===== config.mk =====
export PLATFORM = sky130hd
export DESIGN_NAME = imm_share_arbiter_flat
export DESIGN_NICKNAME = d
export VERILOG_FILES = /design/src/rtl/imm_share_arbiter_if.sv /design/src/rtl/imm_share_arbiter.sv /design/src/flat_wrapper.sv
export SDC_FILE = /design/constraint.sdc
export NUM_CORES = 1
export LEC_CHECK = 0
export ABC_AREA = 1
export BUFFER_PORTS_ARGS = -buffer_cell sky130_fd_sc_hd__buf_4
export CAP_MARGIN = 20
export CELL_PAD_IN_SITES_DETAIL_PLACEMENT = 2
export CELL_PAD_IN_SITES_GLOBAL_PLACEMENT = 2
export CORE_ASPECT_RATIO = 1.75
export CORE_UTILIZATION = 25
export DETAILED_ROUTE_END_ITERATION = 8
export GPL_TIMING_DRIVEN = 0
export PLACE_DENSITY_LB_ADDON = 0.1
export SYNTH_ARGS = -nofsm -noshare
export SYNTH_HDL_FRONTEND = slang
export SYNTH_SLANG_ARGS = --single-unit

===== constraint.sdc =====
create_clock -name clk -period 4.7 [get_ports clk]
set_input_delay 0.705 -clock clk [delete_from_list [all_inputs] [get_ports clk]]
set_output_delay 0.705 -clock clk [all_outputs]
set_load 0.02 [all_outputs]

===== src/rtl/imm_share_arbiter_if.sv =====
// Bundle between the two decode lanes, the shared immediate extender and
// imm_share_arbiter.
//   req0/req1 : lane instruction requests (valid/instr in, ready out)
//   rsp0/rsp1 : buffered immediate responses (valid/imm/illegal out, ready in)
//   ext_*     : shared combinational extender (instr out, imm back)
// slave  = the arbiter's view; master = the lanes/extender side.
interface imm_share_arbiter_if #(
    parameter int XLEN = 32
);
    logic            req0_valid;
    logic [XLEN-1:0] req0_instr;
    logic            req0_ready;
    logic            req1_valid;
    logic [XLEN-1:0] req1_instr;
    logic            req1_ready;
    logic [XLEN-1:0] ext_instr;
    logic [XLEN-1:0] ext_imm;
    logic            rsp0_valid;
    logic [XLEN-1:0] rsp0_imm;
    logic            rsp0_illegal;
    logic            rsp0_ready;
    logic            rsp1_valid;
    logic [XLEN-1:0] rsp1_imm;
    logic            rsp1_illegal;
    logic            rsp1_ready;

    modport slave (
        input  req0_valid, req0_instr, req1_valid, req1_instr,
        output req0_ready, req1_ready,
        output ext_instr,
        input  ext_imm,
        output rsp0_valid, rsp0_imm, rsp0_illegal,
        output rsp1_valid, rsp1_imm, rsp1_illegal,
        input  rsp0_ready, rsp1_ready
    );

    modport master (
        output req0_valid, req0_instr, req1_valid, req1_instr,
        input  req0_ready, req1_ready,
        input  ext_instr,
        output ext_imm,
        input  rsp0_valid, rsp0_imm, rsp0_illegal,
        input  rsp1_valid, rsp1_imm, rsp1_illegal,
        output rsp0_ready, rsp1_ready
    );
endinterface


===== src/rtl/imm_share_arbiter.sv =====
// imm_share_arbiter: shares one combinational immediate extender between two
// decode lanes. At most one lane is granted per cycle (round-robin when both
// are eligible); the granted lane's instruction is driven to the extender and
// the result lands in that lane's one-entry response buffer next cycle.
// Ports:
//   clk  - rising-edge clock
//   rst  - asynchronous active-high reset
//   bus  - imm_share_arbiter_if.slave (lane requests, responses, extender)
module imm_share_arbiter #(
    parameter int XLEN = 32
) (
    input  logic                clk,
    input  logic                rst,
    imm_share_arbiter_if.slave  bus
);
    localparam logic [XLEN-1:0] NOP_INSTR = XLEN'(32'h0000_0013);

    typedef enum logic {EMPTY = 1'b0, FULL = 1'b1} buf_state_e;

    buf_state_e      state_q [2];
    buf_state_e      state_d [2];
    logic [XLEN-1:0] imm_q   [2];
    logic [XLEN-1:0] imm_d   [2];
    logic            ill_q   [2];
    logic            ill_d   [2];
    logic            last_grant_q, last_grant_d;

    logic [1:0]      req_v, rsp_rdy, elig, gnt;
    logic [XLEN-1:0] req_instr [2];
    logic            new_ill;
    logic [XLEN-1:0] new_imm;

    function automatic logic opcode_illegal(input logic [6:0] op);
        case (op)
            7'b0000011, 7'b0100011, 7'b1101111, 7'b1100111,
            7'b1100011, 7'b0110111, 7'b0010011, 7'b0010111: return 1'b0;
            default:                                         return 1'b1;
        endcase
    endfunction

    assign req_v        = {bus.req1_valid, bus.req0_valid};
    assign rsp_rdy      = {bus.rsp1_ready, bus.rsp0_ready};
    assign req_instr[0] = bus.req0_instr;
    assign req_instr[1] = bus.req1_instr;

    // A FULL buffer that drains this cycle can take a new entry in the same
    // cycle, so back-to-back requests see no bubble.
    always_comb begin
        for (int i = 0; i < 2; i++)
            elig[i] = req_v[i] & ((state_q[i] == EMPTY) | rsp_rdy[i]);
    end

    // last_grant_q names the lane that won most recently; on a tie the other
    // lane wins. Reset value 1 gives lane 0 the first contested cycle.
    assign gnt[0] = elig[0] & (~elig[1] | last_grant_q);
    assign gnt[1] = elig[1] & (~elig[0] | ~last_grant_q);

    // Ready is forced low while reset is held, even though the registers are
    // already cleared, so no request is accepted into a discarded state.
    assign bus.req0_ready = gnt[0] & ~rst;
    assign bus.req1_ready = gnt[1] & ~rst;

    // Without a grant the extender gets a harmless ADDI x0,x0,0 instead of X.
    assign bus.ext_instr = gnt[0] ? req_instr[0] :
                           gnt[1] ? req_instr[1] : NOP_INSTR;

    assign new_ill = opcode_illegal(bus.ext_instr[6:0]);
    assign new_imm = new_ill ? '0 : bus.ext_imm;

    always_comb begin
        last_grant_d = last_grant_q;
        if (gnt[1])      last_grant_d = 1'b1;
        else if (gnt[0]) last_grant_d = 1'b0;

        for (int i = 0; i < 2; i++) begin
            state_d[i] = state_q[i];
            imm_d[i]   = imm_q[i];
            ill_d[i]   = ill_q[i];
            case (state_q[i])
                EMPTY: begin
                    if (gnt[i]) begin
                        state_d[i] = FULL;
                        imm_d[i]   = new_imm;
                        ill_d[i]   = new_ill;
                    end
                end
                FULL: begin
                    // Grant wins over drain: refill in place (pass-through).
                    if (gnt[i]) begin
                        imm_d[i] = new_imm;
                        ill_d[i] = new_ill;
                    end else if (rsp_rdy[i]) begin
                        state_d[i] = EMPTY;
                    end
                end
                default: state_d[i] = EMPTY;
            endcase
        end
    end

    always_ff @(posedge clk or posedge rst) begin
        if (rst) begin
            last_grant_q <= 1'b1;
            for (int i = 0; i < 2; i++) begin
                state_q[i] <= EMPTY;
                imm_q[i]   <= '0;
                ill_q[i]   <= 1'b0;
            end
        end else begin
            last_grant_q <= last_grant_d;
            for (int i = 0; i < 2; i++) begin
                state_q[i] <= state_d[i];
                imm_q[i]   <= imm_d[i];
                ill_q[i]   <= ill_d[i];
            end
        end
    end

    assign bus.rsp0_valid   = (state_q[0] == FULL);
    assign bus.rsp0_imm     = imm_q[0];
    assign bus.rsp0_illegal = ill_q[0];
    assign bus.rsp1_valid   = (state_q[1] == FULL);
    assign bus.rsp1_imm     = imm_q[1];
    assign bus.rsp1_illegal = ill_q[1];
endmodule


===== src/flat_wrapper.sv =====
// flat-port wrapper written by rule: the top's interface ports become plain ports
module imm_share_arbiter_flat 
#(
    parameter int XLEN = 32
)
  (clk, rst, bus_req0_valid, bus_req0_instr, bus_req1_valid, bus_req1_instr, bus_req0_ready, bus_req1_ready, bus_ext_instr, bus_ext_imm, bus_rsp0_valid, bus_rsp0_imm, bus_rsp0_illegal, bus_rsp1_valid, bus_rsp1_imm, bus_rsp1_illegal, bus_rsp0_ready, bus_rsp1_ready);
  imm_share_arbiter_if #(.XLEN(XLEN)) bus_i ();
  input  logic clk;
  input  logic rst;
  input wire logic [$bits(bus_i.req0_valid)-1:0] bus_req0_valid;
  input wire logic [$bits(bus_i.req0_instr)-1:0] bus_req0_instr;
  input wire logic [$bits(bus_i.req1_valid)-1:0] bus_req1_valid;
  input wire logic [$bits(bus_i.req1_instr)-1:0] bus_req1_instr;
  output wire logic [$bits(bus_i.req0_ready)-1:0] bus_req0_ready;
  output wire logic [$bits(bus_i.req1_ready)-1:0] bus_req1_ready;
  output wire logic [$bits(bus_i.ext_instr)-1:0] bus_ext_instr;
  input wire logic [$bits(bus_i.ext_imm)-1:0] bus_ext_imm;
  output wire logic [$bits(bus_i.rsp0_valid)-1:0] bus_rsp0_valid;
  output wire logic [$bits(bus_i.rsp0_imm)-1:0] bus_rsp0_imm;
  output wire logic [$bits(bus_i.rsp0_illegal)-1:0] bus_rsp0_illegal;
  output wire logic [$bits(bus_i.rsp1_valid)-1:0] bus_rsp1_valid;
  output wire logic [$bits(bus_i.rsp1_imm)-1:0] bus_rsp1_imm;
  output wire logic [$bits(bus_i.rsp1_illegal)-1:0] bus_rsp1_illegal;
  input wire logic [$bits(bus_i.rsp0_ready)-1:0] bus_rsp0_ready;
  input wire logic [$bits(bus_i.rsp1_ready)-1:0] bus_rsp1_ready;
  assign bus_i.req0_valid = bus_req0_valid;
  assign bus_i.req0_instr = bus_req0_instr;
  assign bus_i.req1_valid = bus_req1_valid;
  assign bus_i.req1_instr = bus_req1_instr;
  assign bus_req0_ready = bus_i.req0_ready;
  assign bus_req1_ready = bus_i.req1_ready;
  assign bus_ext_instr = bus_i.ext_instr;
  assign bus_i.ext_imm = bus_ext_imm;
  assign bus_rsp0_valid = bus_i.rsp0_valid;
  assign bus_rsp0_imm = bus_i.rsp0_imm;
  assign bus_rsp0_illegal = bus_i.rsp0_illegal;
  assign bus_rsp1_valid = bus_i.rsp1_valid;
  assign bus_rsp1_imm = bus_i.rsp1_imm;
  assign bus_rsp1_illegal = bus_i.rsp1_illegal;
  assign bus_i.rsp0_ready = bus_rsp0_ready;
  assign bus_i.rsp1_ready = bus_rsp1_ready;
  imm_share_arbiter #(.XLEN(XLEN)) u_core (.clk(clk), .rst(rst), .bus(bus_i));
endmodule

# Word-level counts from Yosys, hierarchy flattened
# Cells that the tools add are included.
# word_totals
regBits,69
# op_classes
eq_ne,8
n_mux,18
n_bitwise,16
n_reduce_logical,2
# op_table
op,n
$mux W32,5
$eq A7 B7 Y1 const B,3
$eq A7 B5 Y1 const B,2
$eq A7 B6 Y1 const B,2
$mux W1,11
$reduce_or A8 Y1,1
$eq A7 B2 Y1 const B,1
$and A1 B1 Y1,6
$not A1 Y1,6
$or A1 B1 Y1,4
$pmux W1 S2,2
$reduce_bool A2 Y1,1

# Depth between registers and ports, before layout
# depth
depth_word,12
mapped_depth,14
mapped_depth_nobuf,13

# Worst setup path after synthesis
# Ideal clock, no wire load.
# synth_timing
path_kind,input-to-output
from,input port bus_req0_valid
to,output port bus_ext_instr[17]
arrival_ns,1.689
setup_slack_ns,2.306
path_stages,6
path_buffers,1
path_cell_list,inv_1 -> a21oi_4 -> nand2_4 -> inv_2 -> clkbuf_1 -> a22o_1
# synth_between
elab_chain_len,6
# synth_lines
element,line,source
from (decl),flat_wrapper.sv:10,input wire logic [$bits(bus_i.req0_valid)-1:0] bus_req0_valid;
$and A1 B1 Y1 *,imm_share_arbiter.sv:50,elig[i] = req_v[i] & ((state_q[i] == EMPTY) | rsp_rdy[i]);
$not A1 Y1,imm_share_arbiter.sv:56,assign gnt[1] = elig[1] & (~elig[0] | ~last_grant_q);
$or A1 B1 Y1,imm_share_arbiter.sv:56,
$and A1 B1 Y1,imm_share_arbiter.sv:56,
$mux W32,imm_share_arbiter.sv:65,gnt[1] ? req_instr[1] : NOP_INSTR;
$mux W32 *,imm_share_arbiter.sv:64,assign bus.ext_instr = gnt[0] ? req_instr[0] :
to (decl),flat_wrapper.sv:16,output wire logic [$bits(bus_i.ext_instr)-1:0] bus_ext_instr;
# Every way passes the cells marked *; elsewhere a longest branch is shown, timed or not.

# Worst setup path in the final report
# layout_timing
from,input port bus_req0_valid
to,output port bus_ext_instr[22]
# Same word-level chain as after synthesis.

==> summary.txt <==
Clock network
  • Postcts setup bufs: 0
  • PostCTS Resize Cnt: 0
  • Clock Pin Slew Worst Setup and Hold Paths: 60 ps
  • Sinks on Clock Net: 69
  • Clock tree buffer depth: 2
  • Clock root buffer: clkbuf_16
  • H-tree depth: 3
  • CTS Buf Count: 9
  • CTS tree: built
  • Skew-Pair Late Insertion Delay: 330 ps
  • Hold_buf cts: 0

Critical path
  • Required @ worst endpoint: roughly 4000 ps
  • R2R Setup Slk: 2610 ps
  • CP Max Fanout: 10
  • CP Data Arrival Time: 2240 ps
  • CP max-delay cell: clkbuf_1
  • Worst setup SP type: input pin
  • Crit path cell chain: buf_4, inv_1, a21oi_4, nand2_4, inv_2, clkbuf_1, a22o_1, buf_4
  • WP buf/inv: 5
  • CP Class: in2out
  • Delay-heaviest family, CP: buffers and inverters
  • Slowest stage delay, CP: 350 ps
  • Crit-path most repeated cell: buf_4
  • Crit end category: output pin

Layout
  • Synthesis-to-finish area growth: 60.7%
  • Layout cells sized above 1: 41.5%
  • Reg area: roughly 1700 um2
  • Util after Layout: approximately two fifths
  • Fillers: about 1,500
  • ANT cells: 0
  • Design area: around 5400 um2
  • Final net count: 701
  • Area occupied by multi-input gates: about 1400 um2

Power
  • Power Density: 434 nW/um2
  • LEAKAGE: between 3 and 4 nW
  • IR drop worst, VDD: 0.183 mV

Timing
  • Max Freq: 340 MHz
  • # setup viols final: 0
  • Hold Slack: 406 ps
  • Slew @ Worst Pin: between 500 and 600 ps
  • Clock Skews: 7.37 ps
  • Max-slew violations: 0
  • Post-route minimum period: between 2000 and 3000 ps
  • Hold Fails Final Rpt: 0
  • Setup Total Neg Slack: 0 ps
  • RSZ-0062 raised after global routing: false
  • Relative slew slack: 62.5%
  • Final Cycle Share: 62.6%
  • Worst Slack Setup Final: ~1800 ps

Floorplanning
  • Initial core utilization: between 20% and 30%
  • Row count: 55
  • Core area: approximately 13,000 um2
  • Die area: between 10,000 and 15,000 um2
  • Die span in y: 155 um
  • # IOs: 204
  • Chip Width: 89.4 um

GRT
  • Initial antenna violation count: 0
  • GR Util All Layers: 22.0%
  • Largest net degree at the start of global routing: 37
  • Gr ovfl total: 0
  • First-pass GRT wire length: roughly 23,000 um
  • Vias in the first global route: between 4,000 and 5,000

Synthesis
  • Syn Area/Cell: ~8.7 um2
  • Yosys warns: 0
  • Netlist cell types: 25
  • Syn nets: approximately 490
  • Post-Syn Instances: around 380
  • Mapped Area: roughly 3300 um2
  • Number of synthesized register bits: 69
  • Sequential share of the synthesized area: between 50 and 60%

Drt
  • M1 wire length: between 5000 and 6000 um
  • Vias per inst: 4.83
  • DR DRC count: 0
  • Total length of routed met3 wires: 755 um
  • Vias: 3,740
  • Max Used Layer: met4
  • DRT Pass-1 Iters: 4
  • Final wirelength: ~15,000 um
  • DR WL/cell: 19.1 um
  • Routed Antenna Nets: 0
  • Iter 0 DRT Violations: 97
  • Met2 routed WL: about 8400 um

Status
  • Status: finished, final reports clean

Placement
  • IO buf count: a little over 200
  • Dpl ws: 1730 ps
  • Gp weighted congestion: just over 0.8
  • Post-Place Cell Area: ~5100 um2
  • HPWL after DPL: ~12,000 um

Hold path
  • Worst Hold Class: in2async

Flow run
  • Max-cap violations: 0
flip-flops by register name, indices dropped and copies added, names as in the netlist:
name                     cells
u_core.bus.rsp0_valid        1
u_core.bus.rsp1_valid        1
u_core.bus.rsp1_illegal      1
u_core.bus.rsp1_imm         32
u_core.bus.rsp0_imm         32
u_core.bus.rsp0_illegal      1
u_core.last_grant_q          1
stage by stage:
step / std cells / power, W
after floorplan: 384 / 0.00127
after global placement: 758 / 0.00171
after detailed placement: 759 / 0.00173
after CTS: 774 / 0.00237
after global routing: 774 / 0.00246
final: 774 / 0.00233
per-layer routing:
layer	vias up	global-route usage, %
li1	1741	-
met1	1877	23.4
met2	109	42.7
met3	13	4.35
met4	0	5.06
met5	-	0
area by class of cell:
cell class                 instances  share of cell area (%)
buffer                            32                    3.40
clock buffer                      11                    4.52
clock inverter                     4                   0.466
inverter                          16                    1.16
multi-input combinational        267                    25.6
sequential                        69                    32.2
tap                              171                    3.98
timing repair buffer             204                    28.7
path summary, 6_finish.rpt:
path | end | startpoint | cells after the start
setup / recovery | bus_ext_instr[22] | bus_req0_valid | 8
hold / removal | u_core.bus.rsp0_imm[25]$_DFFE_PP0P_ | rst | 2
setup reg to reg | u_core.bus.rsp0_imm[31]$_DFFE_PP0P_ | u_core.last_grant_q$_DFFE_PP1P_ | 12
hold reg to reg | u_core.bus.rsp1_imm[22]$_DFFE_PP0N_ | u_core.bus.rsp1_imm[22]$_DFFE_PP0N_ | 2
max in group asynchronous | u_core.last_grant_q$_DFFE_PP1P_ | rst | 3
min in group clk | u_core.bus.rsp1_imm[22]$_DFFE_PP0N_ | u_core.bus.rsp1_imm[22]$_DFFE_PP0N_ | 2
synth_stat cells:
library cell  number  area share, %
a22o_1            25            6.5
a21boi_4           1           0.56
nand4_1           64             12
nor2_2             1           0.19
o21ai_0            1           0.15
dfrtp_1           68             51
nand3b_1           1           0.22
buf_1              2           0.22
o21ai_1            1           0.15
buf_2             11            1.6
nand2_2            1           0.19
a21oi_1            1           0.15
nand2_1          155             17
nor2_1             3           0.34
buf_4              1           0.22
clkbuf_1          12            1.3
nand3_4            1           0.52
inv_2              4           0.45
nand2_4            2           0.67
nand3_2            1           0.30
dfstp_2            1           0.79
nand3_1            8            1.2
a21oi_4            1           0.49
buf_6              6            2.0
inv_1             12            1.3
power breakdown:
group / internal [W] / switching [W] / total [W]
sequential: 0.000705 / 0.0000691 / 0.000775
clock: 0.000367 / 0.000252 / 0.000618
combinational: 0.000369 / 0.000567 / 0.000936
total: 0.00144 / 0.000888 / 0.00233
cells by family (layout without fill, tap and decap cells):
kind of cell           Yosys count  after routing  synth area share, %
flip-flops                      69             69                 51.7
AO/OA/AOI/OAI                   30             30                 8.05
buffers and inverters           48            267                 7.26
AND/OR/NAND/NOR                237            237                 33.0
placed cells by master (no fill, tap or decap):
master / n
nand3_2: 1
nand4_1: 64
a21boi_4: 1
buf_6: 6
clkinv_2: 2
dfrtp_1: 68
buf_4: 204
buf_2: 11
o21ai_1: 1
clkbuf_1: 13
clkinvlp_4: 2
nand2_2: 1
inv_2: 4
a21oi_4: 1
clkbuf_8: 1
nand3b_1: 1
nor2_2: 1
inv_4: 1
nand2_1: 155
dfstp_2: 1
inv_1: 11
o21ai_0: 1
nand3_4: 1
a21oi_1: 1
nand3_1: 8
buf_1: 2
nand2_4: 2
clkbuf_16: 9
nor2_1: 3
a22o_1: 25
buf_12: 1
Power figures use the tool's default switching activity.
